$ cat src/rtl/instruction_fetch_unit_if.sv
// Instruction-memory read channel between the fetch unit and instruction memory.
//   imem_req    : read request valid (fetch unit -> memory)
//   imem_addr   : 64-bit read address (fetch unit -> memory)
//   imem_ready  : memory accepts the request this cycle (memory -> fetch unit)
//   imem_rvalid : read data valid, responses return in order (memory -> fetch unit)
//   imem_rdata  : 32-bit instruction word (memory -> fetch unit)
interface instruction_fetch_unit_if;
  logic        imem_req;
  logic [63:0] imem_addr;
  logic        imem_ready;
  logic        imem_rvalid;
  logic [31:0] imem_rdata;

  modport master (
    output imem_req,
    output imem_addr,
    input  imem_ready,
    input  imem_rvalid,
    input  imem_rdata
  );

  modport slave (
    input  imem_req,
    input  imem_addr,
    output imem_ready,
    output imem_rvalid,
    output imem_rdata
  );
endinterface

$ cat src/rtl/instruction_fetch_unit.sv
// Instruction fetch stage feeding the IF/ID pipeline register.
// Owns the 64-bit fetch PC, issues one-at-a-time 32-bit reads over a
// ready/valid channel and buffers returned words in a 2-entry queue whose
// head is presented downstream.
//   clk         : clock, all state updates on posedge
//   reset       : asynchronous active-low reset
//   stall       : IF/ID holding, queue head must not be consumed
//   redirect    : taken branch/jump, flush queue and refetch from redirect_pc
//   redirect_pc : new fetch address, bits [1:0] forced to zero
//   imem        : instruction-memory read channel (master side)
//   fetch_valid : PC_out/Instruction hold a real instruction
//   PC_out      : PC of the head instruction, 0 when not valid
//   Instruction : head instruction, NOP_INSTR when not valid
module instruction_fetch_unit #(
  parameter logic [63:0] RESET_PC  = 64'h0,
  parameter logic [31:0] NOP_INSTR = 32'h0000_0013
) (
  input  logic                            clk,
  input  logic                            reset,
  input  logic                            stall,
  input  logic                            redirect,
  input  logic [63:0]                     redirect_pc,
  instruction_fetch_unit_if.master        imem,
  output logic                            fetch_valid,
  output logic [63:0]                     PC_out,
  output logic [31:0]                     Instruction
);

  // Read-channel tracking: BUSY = one read in flight whose data will be
  // queued, DROP = one read in flight whose data belongs to a flushed path.
  typedef enum logic [1:0] {
    RD_IDLE,
    RD_BUSY,
    RD_DROP
  } rd_state_t;

  rd_state_t   rd_state;
  rd_state_t   rd_state_nxt;

  logic [63:0] fetch_pc;
  logic [63:0] req_pc;

  logic [63:0] q_pc    [2];
  logic [31:0] q_instr [2];
  logic        head;
  logic        tail;
  logic [1:0]  count;
  logic [1:0]  count_after;

  logic        outstanding;
  logic        drop;
  logic        rsp;
  logic        pop;
  logic        push;
  logic        handshake;

  logic        unused_redirect_lsb;
  assign unused_redirect_lsb = &{1'b0, redirect_pc[1:0]};

  assign outstanding = (rd_state != RD_IDLE);
  assign drop        = (rd_state == RD_DROP);
  // rvalid with nothing in flight is not a response at all
  assign rsp         = outstanding && imem.imem_rvalid;

  assign fetch_valid = (count != 2'd0);
  assign pop         = fetch_valid && !stall && !redirect;
  assign push        = rsp && !drop && !redirect;
  assign count_after = count + {1'b0, push} - {1'b0, pop};

  assign handshake   = imem.imem_req && imem.imem_ready;
  assign imem.imem_addr = fetch_pc;

  // Tail slot: with one entry it is the slot after head, when empty it is head.
  // A push never lands on a full queue because a request only issues when a
  // slot is guaranteed for its response.
  assign tail = head ^ count[0];

  // ---------------------------------------------------------------------------
  // Read-channel FSM
  // ---------------------------------------------------------------------------
  always_ff @(posedge clk or negedge reset) begin
    if (!reset) begin
      rd_state <= RD_IDLE;
    end else begin
      rd_state <= rd_state_nxt;
    end
  end

  always_comb begin
    rd_state_nxt  = rd_state;
    // The request may issue in the cycle the previous response returns, and
    // is gated on reset so nothing leaves the unit while reset is held.
    imem.imem_req = reset && !redirect &&
                    (!outstanding || imem.imem_rvalid) &&
                    (count_after <= 2'd1);

    if (redirect) begin
      if (rsp) begin
        rd_state_nxt = RD_IDLE;
      end else if (outstanding) begin
        rd_state_nxt = RD_DROP;
      end
    end else if (handshake) begin
      rd_state_nxt = RD_BUSY;
    end else if (rsp) begin
      rd_state_nxt = RD_IDLE;
    end
  end

  // ---------------------------------------------------------------------------
  // Fetch PC and in-flight PC
  // ---------------------------------------------------------------------------
  always_ff @(posedge clk or negedge reset) begin
    if (!reset) begin
      fetch_pc <= RESET_PC;
      req_pc   <= '0;
    end else if (redirect) begin
      fetch_pc <= {redirect_pc[63:2], 2'b00};
    end else if (handshake) begin
      req_pc   <= fetch_pc;
      fetch_pc <= fetch_pc + 64'd4;
    end
  end

  // ---------------------------------------------------------------------------
  // Instruction queue
  // ---------------------------------------------------------------------------
  always_ff @(posedge clk or negedge reset) begin
    if (!reset) begin
      count <= '0;
      head  <= 1'b0;
    end else if (redirect) begin
      count <= '0;
      head  <= 1'b0;
    end else begin
      count <= count_after;
      if (pop) begin
        head <= ~head;
      end
    end
  end

  always_ff @(posedge clk) begin
    if (push) begin
      q_pc[tail]    <= req_pc;
      q_instr[tail] <= imem.imem_rdata;
    end
  end

  always_comb begin
    PC_out      = '0;
    Instruction = NOP_INSTR;
    if (fetch_valid) begin
      PC_out      = q_pc[head];
      Instruction = q_instr[head];
    end
  end

  // ---------------------------------------------------------------------------
  // Invariants
  // ---------------------------------------------------------------------------
  a_no_overflow: assert property (@(posedge clk) disable iff (!reset)
    push |-> (count != 2'd2 || pop));

  a_addr_stable: assert property (@(posedge clk) disable iff (!reset)
    (imem.imem_req && !imem.imem_ready) |=> $stable(imem.imem_addr));

endmodule

$ cat src/flat_wrapper.sv
// flat-port wrapper written by rule: the top's interface ports become plain ports
module instruction_fetch_unit_flat 
#(
  parameter logic [63:0] RESET_PC  = 64'h0,
  parameter logic [31:0] NOP_INSTR = 32'h0000_0013
)
  (clk, reset, stall, redirect, redirect_pc, fetch_valid, PC_out, Instruction, imem_imem_req, imem_imem_addr, imem_imem_ready, imem_imem_rvalid, imem_imem_rdata);
  instruction_fetch_unit_if imem_i ();
  input  logic clk;
  input  logic reset;
  input  logic stall;
  input  logic redirect;
  input  logic [63:0] redirect_pc;
  output logic fetch_valid;
  output logic [63:0] PC_out;
  output logic [31:0] Instruction;
  output wire logic [$bits(imem_i.imem_req)-1:0] imem_imem_req;
  output wire logic [$bits(imem_i.imem_addr)-1:0] imem_imem_addr;
  input wire logic [$bits(imem_i.imem_ready)-1:0] imem_imem_ready;
  input wire logic [$bits(imem_i.imem_rvalid)-1:0] imem_imem_rvalid;
  input wire logic [$bits(imem_i.imem_rdata)-1:0] imem_imem_rdata;
  assign imem_imem_req = imem_i.imem_req;
  assign imem_imem_addr = imem_i.imem_addr;
  assign imem_i.imem_ready = imem_imem_ready;
  assign imem_i.imem_rvalid = imem_imem_rvalid;
  assign imem_i.imem_rdata = imem_imem_rdata;
  instruction_fetch_unit #(.RESET_PC(RESET_PC), .NOP_INSTR(NOP_INSTR)) u_core (.clk(clk), .reset(reset), .stall(stall), .redirect(redirect), .redirect_pc(redirect_pc), .imem(imem_i), .fetch_valid(fetch_valid), .PC_out(PC_out), .Instruction(Instruction));
endmodule
$ cat config.mk
export PLATFORM = sky130hd
export DESIGN_NAME = instruction_fetch_unit_flat
export DESIGN_NICKNAME = d
export VERILOG_FILES = /design/src/rtl/instruction_fetch_unit_if.sv /design/src/rtl/instruction_fetch_unit.sv /design/src/flat_wrapper.sv
export SDC_FILE = /design/constraint.sdc
export NUM_CORES = 1
export LEC_CHECK = 0
export CELL_PAD_IN_SITES_DETAIL_PLACEMENT = 0
export CELL_PAD_IN_SITES_GLOBAL_PLACEMENT = 2
export CORE_ASPECT_RATIO = 1.25
export CORE_MARGIN = 5
export CORE_UTILIZATION = 31
export DETAILED_ROUTE_END_ITERATION = 8
export PLACE_DENSITY_LB_ADDON = 0.1
export SKIP_LAST_GASP = 1
export SYNTH_ARGS = -nofsm -noshare
export SYNTH_HDL_FRONTEND = slang
export SYNTH_SLANG_ARGS = --single-unit
export TNS_END_PERCENT = 1
$ cat constraint.sdc
create_clock -name clk -period 8.3 [get_ports clk]
set_input_delay 1.66 -clock clk [delete_from_list [all_inputs] [get_ports clk]]
set_output_delay 1.66 -clock clk [all_outputs]
set_load 0.01 [all_outputs]
==> impl_metrics.env, run 1 <==
export IMPL_synth_avg_cell_area_um2=11.8
export IMPL_fillers=4204
export IMPL_grt_pass1_wl_mm=62.4
export IMPL_r2r_start="u_core.head$_DFFE_PN0P_"
export IMPL_clock_sinks=317
export IMPL_yosys_warnings=0
export IMPL_fmax_ghz=0.184
export IMPL_netlist_area_um2=13500
export IMPL_grt_max_degree=77
export IMPL_rsz0062_at_grt="false"
export IMPL_cts_setup_buffers=0
export IMPL_final_layout_size_suffix_gt1_share_pct=6.40
export IMPL_yosys_area_share_simple_pct=17.5
export IMPL_vias=9486
export IMPL_layout_commonest_cell="nand2_1"
export IMPL_initial_core_util_pct=31.4
export IMPL_crit_arrival_ns=3.78
export IMPL_cp_end_kind="primary output"
export IMPL_synth_top_area_cell="edfxtp_1"
export IMPL_synth_compound_area_share_pct=4.75
export IMPL_io_pins=264
export IMPL_dieArea_um2=48000
export IMPL_htreeDepth=2
export IMPL_hold_buffers=0
export IMPL_finalHoldViolCount=0
export IMPL_setup_violations=0
export IMPL_fin_ws_ns=2.86
export IMPL_overflow=0
export IMPL_antenna_found_initial=2
export IMPL_layout_min_cycle_time_ns=5.44
export IMPL_ys_seq_elements=317
export IMPL_most_common_layout_cells="260 x nand2_1, 255 x clkdlybuf4s50_1, 188 x edfxtp_1"
export IMPL_cts_buffers=36
export IMPL_pre_cts_slack_ns=2.87
export IMPL_dr_pass1_iters=5
export IMPL_min_from="u_core.req_pc[34]$_DFFE_PN0P_"
export IMPL_io_buffers=257
export IMPL_clock_skew_ns=0.0156
export IMPL_vias_per_cell=4.77
export IMPL_place_gp_congestion=0.767
export IMPL_synth_adder_area_share_pct=0.277
export IMPL_clockBufferDepth=3
export IMPL_routed_wl_mm=40.7
export IMPL_layout_nets=1498
export IMPL_route_detailed_drc=0
export IMPL_hpwl_mm=26.3
export IMPL_slew_viol_final=0
export IMPL_p_per_area_nw_per_um2=221
export IMPL_reg2reg_slack_ns=3.78
export IMPL_hold_slack_ns=0.461
export IMPL_yosysSeqAreaShare_pct=65.5
export IMPL_rr_worst_depth=4
export IMPL_r2r_end="u_core.q_pc[1][23]$_DFFE_PP_"
export IMPL_clk_latency_ns=0.52
export IMPL_synth_area_leaders="edfxtp_1 42%, dfrtp_1 24%, mux2i_1 7.4%"
export IMPL_first_iter_violations=561
export IMPL_core_area_um2=43200
export IMPL_first_global_vias=9776
export IMPL_synth_top_family_by_area="simple AND/OR/NAND/NOR gates"
export IMPL_cts_root_buf="clkbuf_16"
export IMPL_synth_xor_area_share_pct=1.72
export IMPL_synth_edf_count=188
export IMPL_min_path_type="reg -> reg"
export IMPL_p_leak_nw=6.51
export IMPL_synthFlopType="edfxtp_1"
export IMPL_ys_async_sr_fraction_pct=40.7
export IMPL_fin_setup_tns_ns=0
export IMPL_cp_start_kind="input port"
export IMPL_clk_pin_slew_worst_paths_ns=0.06
export IMPL_yosys_cell_types_count=54
export IMPL_cts_tree="built"
export IMPL_ctsResizeCount=0
export IMPL_path_class="in -> out"
export IMPL_die_h_um=244
export IMPL_whs_path_depth=0
export IMPL_antenna_left=0
export IMPL_vdd_drop_max_uv=137
export IMPL_detail_route_wl_per_cell_um=20.5
export IMPL_hold_end="u_core.q_pc[0][34]$_DFFE_PP_"
export IMPL_status="finished clean"
export IMPL_fin_crit_sh_pct=65.5
export IMPL_cap_viol_max_count=0
export IMPL_num_rows=85
export IMPL_worst_pin_slew_ns=1.13
export IMPL_synthCells=1151
export IMPL_slew_headroom_pct=24.4
export IMPL_synth_top_cell_area_share_pct=41.7
export IMPL_required_ns=6.64
export IMPL_die_x_um=197
export IMPL_cp_max_fo=4
export IMPL_synthMuxAreaShare_pct=7.81
export IMPL_area_delta_synth_final_pct=31.7
export IMPL_grt_use_total_pct=16.8
[final cells by class]
class / count / area (um^2) / area share [%]
Tap cell: 565 / 707 / 3.96
Clock inverter: 12 / 96.3 / 0.540
Antenna cell: 1 / 2.50 / 0.0140
Multi-Input combinational cell: 758 / 4390 / 24.6
Inverter: 10 / 37.5 / 0.210
Clock buffer: 54 / 1060 / 5.94
Sequential cell: 317 / 8880 / 49.8
Timing Repair Buffer: 270 / 2670 / 15.0
[synthesized netlist by cell type (8+ instances only)]
cell type  count
nand2_1      260
edfxtp_1     188
dfrtp_1      129
nor2_1       113
mux2i_1      100
o21ai_0       46
clkbuf_1      43
nand3_1       34
nand4_1       21
buf_1         19
nor4_1        15
xor2_1        15
a21oi_1       12
nor3_1        11
inv_1         10
o211ai_1      10
nand2b_1       9
xnor2_1        9
and3_1         8
[registers in the layout, summed over array words and instances (netlist names)]
name,flops
u_core.q_pc,124
u_core.imem.imem_addr,62
u_core.q_instr,64
u_core.head,1
u_core.count,2
u_core.req_pc,62
u_core.rd_state,2
[how the worst max path moves through the flow]
stage | slack (ns) | depth (start not counted) | to | from
after global placement | 2.86 | 8 | imem_imem_req | stall
final | 2.86 | 8 | imem_imem_req | stall
after global routing | 2.76 | 8 | imem_imem_req | stall
after CTS | 2.87 | 8 | imem_imem_req | stall
after detailed placement | 2.87 | 8 | imem_imem_req | stall
after floorplan | 1.55 | 3 | u_core.q_instr[1][0]$_DFFE_PP_ | redirect
[per-layer routing]
layer	global-route usage (%)	part of all wire [%]	wire, um	up-vias
li1	-	-	-	4559
met1	22.5	44	18000	4641
met2	27.4	48	19500	233
met3	4.01	5.8	2340	51
met4	4.37	2.0	831	2
met5	0	0.032	13	-
[cell families (layout without fill, tap and decap cells)]
group                      Yosys count  count (layout)
and+or+nand+nor                    520             520
DFF                                317             317
muxes                              105             105
AOI/OAI and AO/OA                  101             101
buffers and inverters               79             346
xor gates and xnor gates            25              25
adders and majority gates            3               3
other                                1               5
[stage by stage]
step	power (mW)	area (um^2)	util [%]	instances
after floorplan	2.16	13600	-	1154
after global placement	2.43	16700	38.6	1920
after detailed placement	2.44	16700	38.6	1920
after CTS	4.02	17800	41.3	1986
after global routing	4.13	17800	41.3	1986
final	3.95	17800	41.3	1987
[critical path, stage by stage]
cell and delay (ns):
clkdlybuf4s50_1 0.49, nor3_1 0.06, ha_1 0.31, inv_1 0.04, ha_1 0.19, xnor3_1 0.26
and3_1 0.17, clkdlybuf4s50_1 0.59
[report_power, final]
part / total (mW) / internal (mW) / leakage, nW / switching, mW
clock network: 1.55 / 0.918 / 0.568 / 0.632
registers: 1.96 / 1.83 / 3.31 / 0.131
logic: 0.441 / 0.220 / 2.63 / 0.221
(Power assumes the default switching activity.)
==> run 2: changes to the inputs <==
==> constraint.sdc (replaced) <==
create_clock -name clk -period 4.8 [get_ports clk]
set_input_delay 0.96 -clock clk [delete_from_list [all_inputs] [get_ports clk]]
set_output_delay 0.96 -clock clk [all_outputs]
set_load 0.01 [all_outputs]
==> impl_metrics.env, run 2 (synthesis gave the netlist of run 1 again) <==
export IMPL_slew_viol_final=0
export IMPL_cts_setup_buffers=0
export IMPL_clk_latency_ns=0.53
export IMPL_cp_start_kind="input port"
export IMPL_p_seq_share_pct=49.9
export IMPL_cts_root_buf="clkbuf_16"
export IMPL_intPower_mw=5.12
export IMPL_post_route_util_pct=41.5
export IMPL_rr_worst_depth=6
export IMPL_largest_register="u_core.q_pc"
export IMPL_setup_violations=0
export IMPL_stdcell_count=1996
export IMPL_crit_arrival_ns=3.06
export IMPL_initial_core_util_pct=31.4
export IMPL_routed_wl_mm=40.9
export IMPL_hpwl_mm=27.2
export IMPL_dp_cells=1926
export IMPL_fin_setup_tns_ns=0
export IMPL_detail_route_wl_per_cell_um=20.5
export IMPL_setup_worst_path_start="stall"
export IMPL_num_rows=85
export IMPL_hold_slack_ns=0.468
export IMPL_postLayoutCellArea_um2=17900
export IMPL_final_layout_size_suffix_gt1_share_pct=6.16
export IMPL_placed_cell_area_um2=16800
export IMPL_pre_cts_slack_ns=0.767
export IMPL_min_from="u_core.req_pc[30]$_DFFE_PN0P_"
export IMPL_die_h_um=244
export IMPL_first_global_vias=9923
export IMPL_min_path_type="reg -> reg"
export IMPL_htreeDepth=2
export IMPL_clock_sinks=317
export IMPL_layout_nets=1505
export IMPL_io_buffers=257
export IMPL_required_ns=3.84
export IMPL_clk_pin_slew_worst_paths_ns=0.06
export IMPL_top_regs="u_core.q_pc x124, u_core.q_instr x64"
export IMPL_hold_end="u_core.q_pc[1][30]$_DFFE_PP_"
export IMPL_largest_reg_flops=124
export IMPL_vias_per_cell=4.79
export IMPL_cts_buffers=37
export IMPL_r2r_end="u_core.imem.imem_addr[57]$_DFFE_PN0P_"
export IMPL_finalHoldViolCount=0
export IMPL_power_share_clock_pct=38.8
export IMPL_layout_min_cycle_time_ns=4.02
export IMPL_cts_tree="built"
export IMPL_fin_crit_sh_pct=83.8
export IMPL_fmax_ghz=0.248
export IMPL_ctsResizeCount=0
export IMPL_grt_max_degree=95
export IMPL_layout_commonest_cell="nand2_1"
export IMPL_total_power_mw=6.80
export IMPL_core_area_um2=43200
export IMPL_switching_share_pct=24.8
export IMPL_fillers=4250
export IMPL_hold_buffers=0
export IMPL_area_delta_synth_final_pct=32.3
export IMPL_place_gp_congestion=0.742
export IMPL_vias=9569
export IMPL_antenna_left=0
export IMPL_r2r_start="u_core.imem.imem_addr[13]$_DFFE_PN0P_"
export IMPL_clockBufferDepth=3
export IMPL_grt_use_total_pct=16.8
export IMPL_most_common_layout_cells="260 x nand2_1, 255 x clkdlybuf4s50_1, 188 x edfxtp_1"
export IMPL_antenna_found_initial=4
export IMPL_dieArea_um2=48000
export IMPL_grt_pass1_wl_mm=62.7
export IMPL_rsz0062_at_grt="false"
export IMPL_worst_pin_slew_ns=0.999
export IMPL_clock_skew_ns=0.0129
export IMPL_p_per_area_nw_per_um2=380
export IMPL_combPwrFrac_pct=11.3
export IMPL_fin_ws_ns=0.776
export IMPL_first_iter_violations=409
export IMPL_path_class="in -> out"
export IMPL_status="finished clean"
export IMPL_cap_viol_max_count=0
export IMPL_slew_headroom_pct=33.4
export IMPL_cp_end_kind="primary output"
export IMPL_reg2reg_slack_ns=1.70
export IMPL_route_detailed_drc=0
export IMPL_whs_path_depth=0
export IMPL_io_pins=264
export IMPL_p_leak_nw=6.54
export IMPL_die_x_um=197
export IMPL_vdd_drop_max_uv=294
export IMPL_p_sw_mw=1.68
export IMPL_overflow=0
export IMPL_dr_pass1_iters=4
export IMPL_cp_max_fo=4
-- run 2: cell types whose count changed in the layout (fill, tap and decap cells not counted), sizes merged --
cell / previous run / this run
diode: 1 / 2
clkbuf: 54 / 58
buf: 15 / 21
clkinvlp: 1 / 0
inv: 12 / 11
-- run 2: worst max path at each step --
stage / endpoint / depth (start not counted)
6_report: imem_imem_req / 8
5_1_grt: imem_imem_req / 8
4_1_cts: imem_imem_req / 8
3_5_place_dp: imem_imem_req / 8
3_3_place_gp: imem_imem_req / 8
2_1_floorplan: u_core.q_instr[0][0]$_DFFE_PP_ / 3
-- run 2: power by group through the flow --
stage | clock (mW) | combinational [mW] | sequential, mW
finish | 2.64 | 0.771 | 3.39
CTS | 2.74 | 0.794 | 3.40
floorplan | 0 | 0.366 | 3.37
global route | 2.85 | 0.860 | 3.43
global placement | 0 | 0.783 | 3.43
detailed placement | 0 | 0.789 | 3.45
-- run 2: cell type report --
type	count	area (um^2)	area share [%]
flip-flops and latches	317	8880	49.6
multi-input cells	758	4390	24.5
repair buffers	276	2760	15.4
clock buffers	58	1060	5.90
well taps	565	707	3.95
clock inverters	10	72.6	0.405
inverters	10	37.5	0.210
diodes	2	5.00	0.0279
-- run 2: metal layers --
| metal | up-vias | share of wire (%) | GRT usage, % |
|---|---|---|---|
| li1 | 4573 | - | - |
| met1 | 4712 | 43 | 22.2 |
| met2 | 226 | 49 | 27.9 |
| met3 | 52 | 6.0 | 4.37 |
| met4 | 6 | 1.6 | 3.77 |
| met5 | - | 0.073 | 0 |
-- run 2: worst max-delay path: stages --
cell and delay [ns]:
clkdlybuf4s50_1 0.50, nor3_1 0.06, ha_1 0.29, inv_1 0.04
ha_1 0.19, xnor3_1 0.27, and3_1 0.17, clkdlybuf4s50_1 0.59
==> run 3: changes to the inputs <==
==> constraint.sdc (replaced) <==
create_clock -name clk -period 4.1 [get_ports clk]
set_input_delay 0.82 -clock clk [delete_from_list [all_inputs] [get_ports clk]]
set_output_delay 0.82 -clock clk [all_outputs]
set_load 0.01 [all_outputs]
==> impl_metrics.env, run 3 (synthesis gave the netlist of run 1 again) <==
export IMPL_antenna_found_initial=4
export IMPL_postLayoutCellArea_um2=18100
export IMPL_clk_pin_slew_worst_paths_ns=0.06
export IMPL_post_route_util_pct=42.0
export IMPL_cp_num_buf_inv=3
export IMPL_detail_route_wl_per_cell_um=20.3
export IMPL_layout_nets=1515
export IMPL_status="finished clean"
export IMPL_clock_sinks=317
export IMPL_slew_headroom_pct=30.9
export IMPL_placed_cell_area_um2=16800
export IMPL_power_share_clock_pct=41.9
export IMPL_setup_worst_path_start="stall"
export IMPL_layout_commonest_cell="nand2_1"
export IMPL_p_per_area_nw_per_um2=463
export IMPL_die_h_um=244
export IMPL_vias=9611
export IMPL_grt_max_degree=95
export IMPL_critPathSlowestCell="clkdlybuf4s50_1"
export IMPL_p_sw_mw=2.03
export IMPL_combPwrFrac_pct=10.9
export IMPL_cts_buffers=36
export IMPL_largest_register="u_core.q_pc"
export IMPL_r2r_start="u_core.count[0]$_DFF_PN0_"
export IMPL_stdcell_count=2004
export IMPL_first_global_vias=9966
export IMPL_largest_reg_flops=124
export IMPL_p_leak_nw=6.68
export IMPL_clk_latency_ns=0.53
export IMPL_place_gp_congestion=0.748
export IMPL_grt_pass1_wl_mm=62.3
export IMPL_setup_violations=0
export IMPL_total_power_mw=8.39
export IMPL_num_rows=85
export IMPL_dr_pass1_iters=5
export IMPL_finalHoldViolCount=0
export IMPL_cp_start_kind="input port"
export IMPL_crit_family="buffers and inverters"
export IMPL_first_iter_violations=431
export IMPL_hpwl_mm=27.0
export IMPL_vdd_drop_max_uv=297
export IMPL_htreeDepth=2
export IMPL_overflow=0
export IMPL_initial_core_util_pct=31.4
export IMPL_hold_slack_ns=0.159
export IMPL_cp_cell_sequence="clkdlybuf4s50_1 -> nor3_1 -> ha_1 -> inv_1 -> ha_1 -> xnor3_1 -> and3_1 -> clkdlybuf4s50_1"
export IMPL_max_stage_delay_ns=0.61
export IMPL_clockBufferDepth=3
export IMPL_cts_setup_buffers=0
export IMPL_cts_root_buf="clkbuf_16"
export IMPL_die_x_um=197
export IMPL_ctsResizeCount=0
export IMPL_fin_crit_sh_pct=91.9
export IMPL_cp_end_kind="primary output"
export IMPL_required_ns=3.28
export IMPL_regArea_um2=8880
export IMPL_core_area_um2=43200
export IMPL_multi_input_area_um2=4390
export IMPL_antenna_left=0
export IMPL_layout_min_cycle_time_ns=3.77
export IMPL_most_common_layout_cells="260 x nand2_1, 255 x clkdlybuf4s50_1, 188 x edfxtp_1"
export IMPL_io_pins=264
export IMPL_cap_viol_max_count=0
export IMPL_fmax_ghz=0.265
export IMPL_hold_buffers=0
export IMPL_area_delta_synth_final_pct=34.0
export IMPL_intPower_mw=6.37
export IMPL_routed_wl_mm=40.6
export IMPL_path_class="in -> out"
export IMPL_slew_viol_final=0
export IMPL_dp_cells=1937
export IMPL_switching_share_pct=24.1
export IMPL_dieArea_um2=48000
export IMPL_fillers=4232
export IMPL_cp_max_fo=4
export IMPL_vias_per_cell=4.80
export IMPL_p_seq_share_pct=47.3
export IMPL_worst_pin_slew_ns=1.04
export IMPL_final_layout_size_suffix_gt1_share_pct=7.79
export IMPL_min_path_type="in -> async"
export IMPL_rsz0062_at_grt="false"
export IMPL_clock_skew_ns=0.0174
export IMPL_top_regs="u_core.q_pc x124, u_core.q_instr x64"
export IMPL_grt_use_total_pct=16.7
export IMPL_io_buffers=257
export IMPL_cts_tree="built"
export IMPL_route_detailed_drc=0
export IMPL_crit_arrival_ns=2.95
## run 3: power groups by stage
stage | sequential (mW) | combinational, mW | clock (mW)
2_1_floorplan | 3.95 | 0.428 | 0
3_5_place_dp | 4.04 | 0.933 | 0
6_report | 3.97 | 0.911 | 3.51
5_1_grt | 4.01 | 1.01 | 3.75
3_3_place_gp | 4.02 | 0.929 | 0
4_1_cts | 3.97 | 0.938 | 3.62
## run 3: per-stage QoR
| stage | setup WS (ns) | TNS (ns) |
|---|---|---|
| 2_1_floorplan | -0.0252 | -4.53 |
| 3_3_place_gp | 0.263 | 0 |
| 3_5_place_dp | 0.274 | 0 |
| 4_1_cts | 0.345 | 0 |
| 5_1_grt | 0.262 | 0 |
| 6_report | 0.331 | 0 |
## run 3: per-layer routing
| metal | GRT usage (%) | up-vias | part of all wire [%] |
|---|---|---|---|
| li1 | - | 4598 | - |
| met1 | 22.2 | 4709 | 44 |
| met2 | 27.3 | 237 | 48 |
| met3 | 4.03 | 61 | 5.5 |
| met4 | 4.63 | 6 | 2.3 |
| met5 | 0 | - | 0.11 |
## run 3: path summary, 6_finish.rpt
check / to / slack [ns] / cells past startpoint
setup / recovery: imem_imem_req / 0.33 / 8
hold / removal: u_core.req_pc[14]$_DFFE_PN0P_ / 0.16 / 1
setup reg to reg: u_core.imem.imem_addr[62]$_DFFE_PN0P_ / 1.08 / 11
hold reg to reg: u_core.q_pc[0][59]$_DFFE_PP_ / 0.47 / 0
max in group asynchronous: u_core.imem.imem_addr[24]$_DFFE_PN0P_ / 2.60 / 2
min in group clk: u_core.q_pc[0][59]$_DFFE_PP_ / 0.47 / 0
## run 3: worst reg2reg max path: stages (launching register included)
cell     delay (ns)
dfrtp_1        0.42
nor2_4         0.16
nor3_1         0.06
ha_1           0.26
inv_1          0.04
ha_1           0.19
xnor3_1        0.27
and4_4         0.26
buf_4          0.57
nand3_1        0.29
or3_1          0.37
nand3_1        0.08
## run 3: cell type report
type	count	share of cell area, %
tap	565	3.90
sequential	317	48.9
clock buffer	42	5.37
inverter	10	0.207
antenna	1	0.0138
timing repair buffer	287	15.6
clock inverter	24	1.78
multi-input combinational	758	24.2
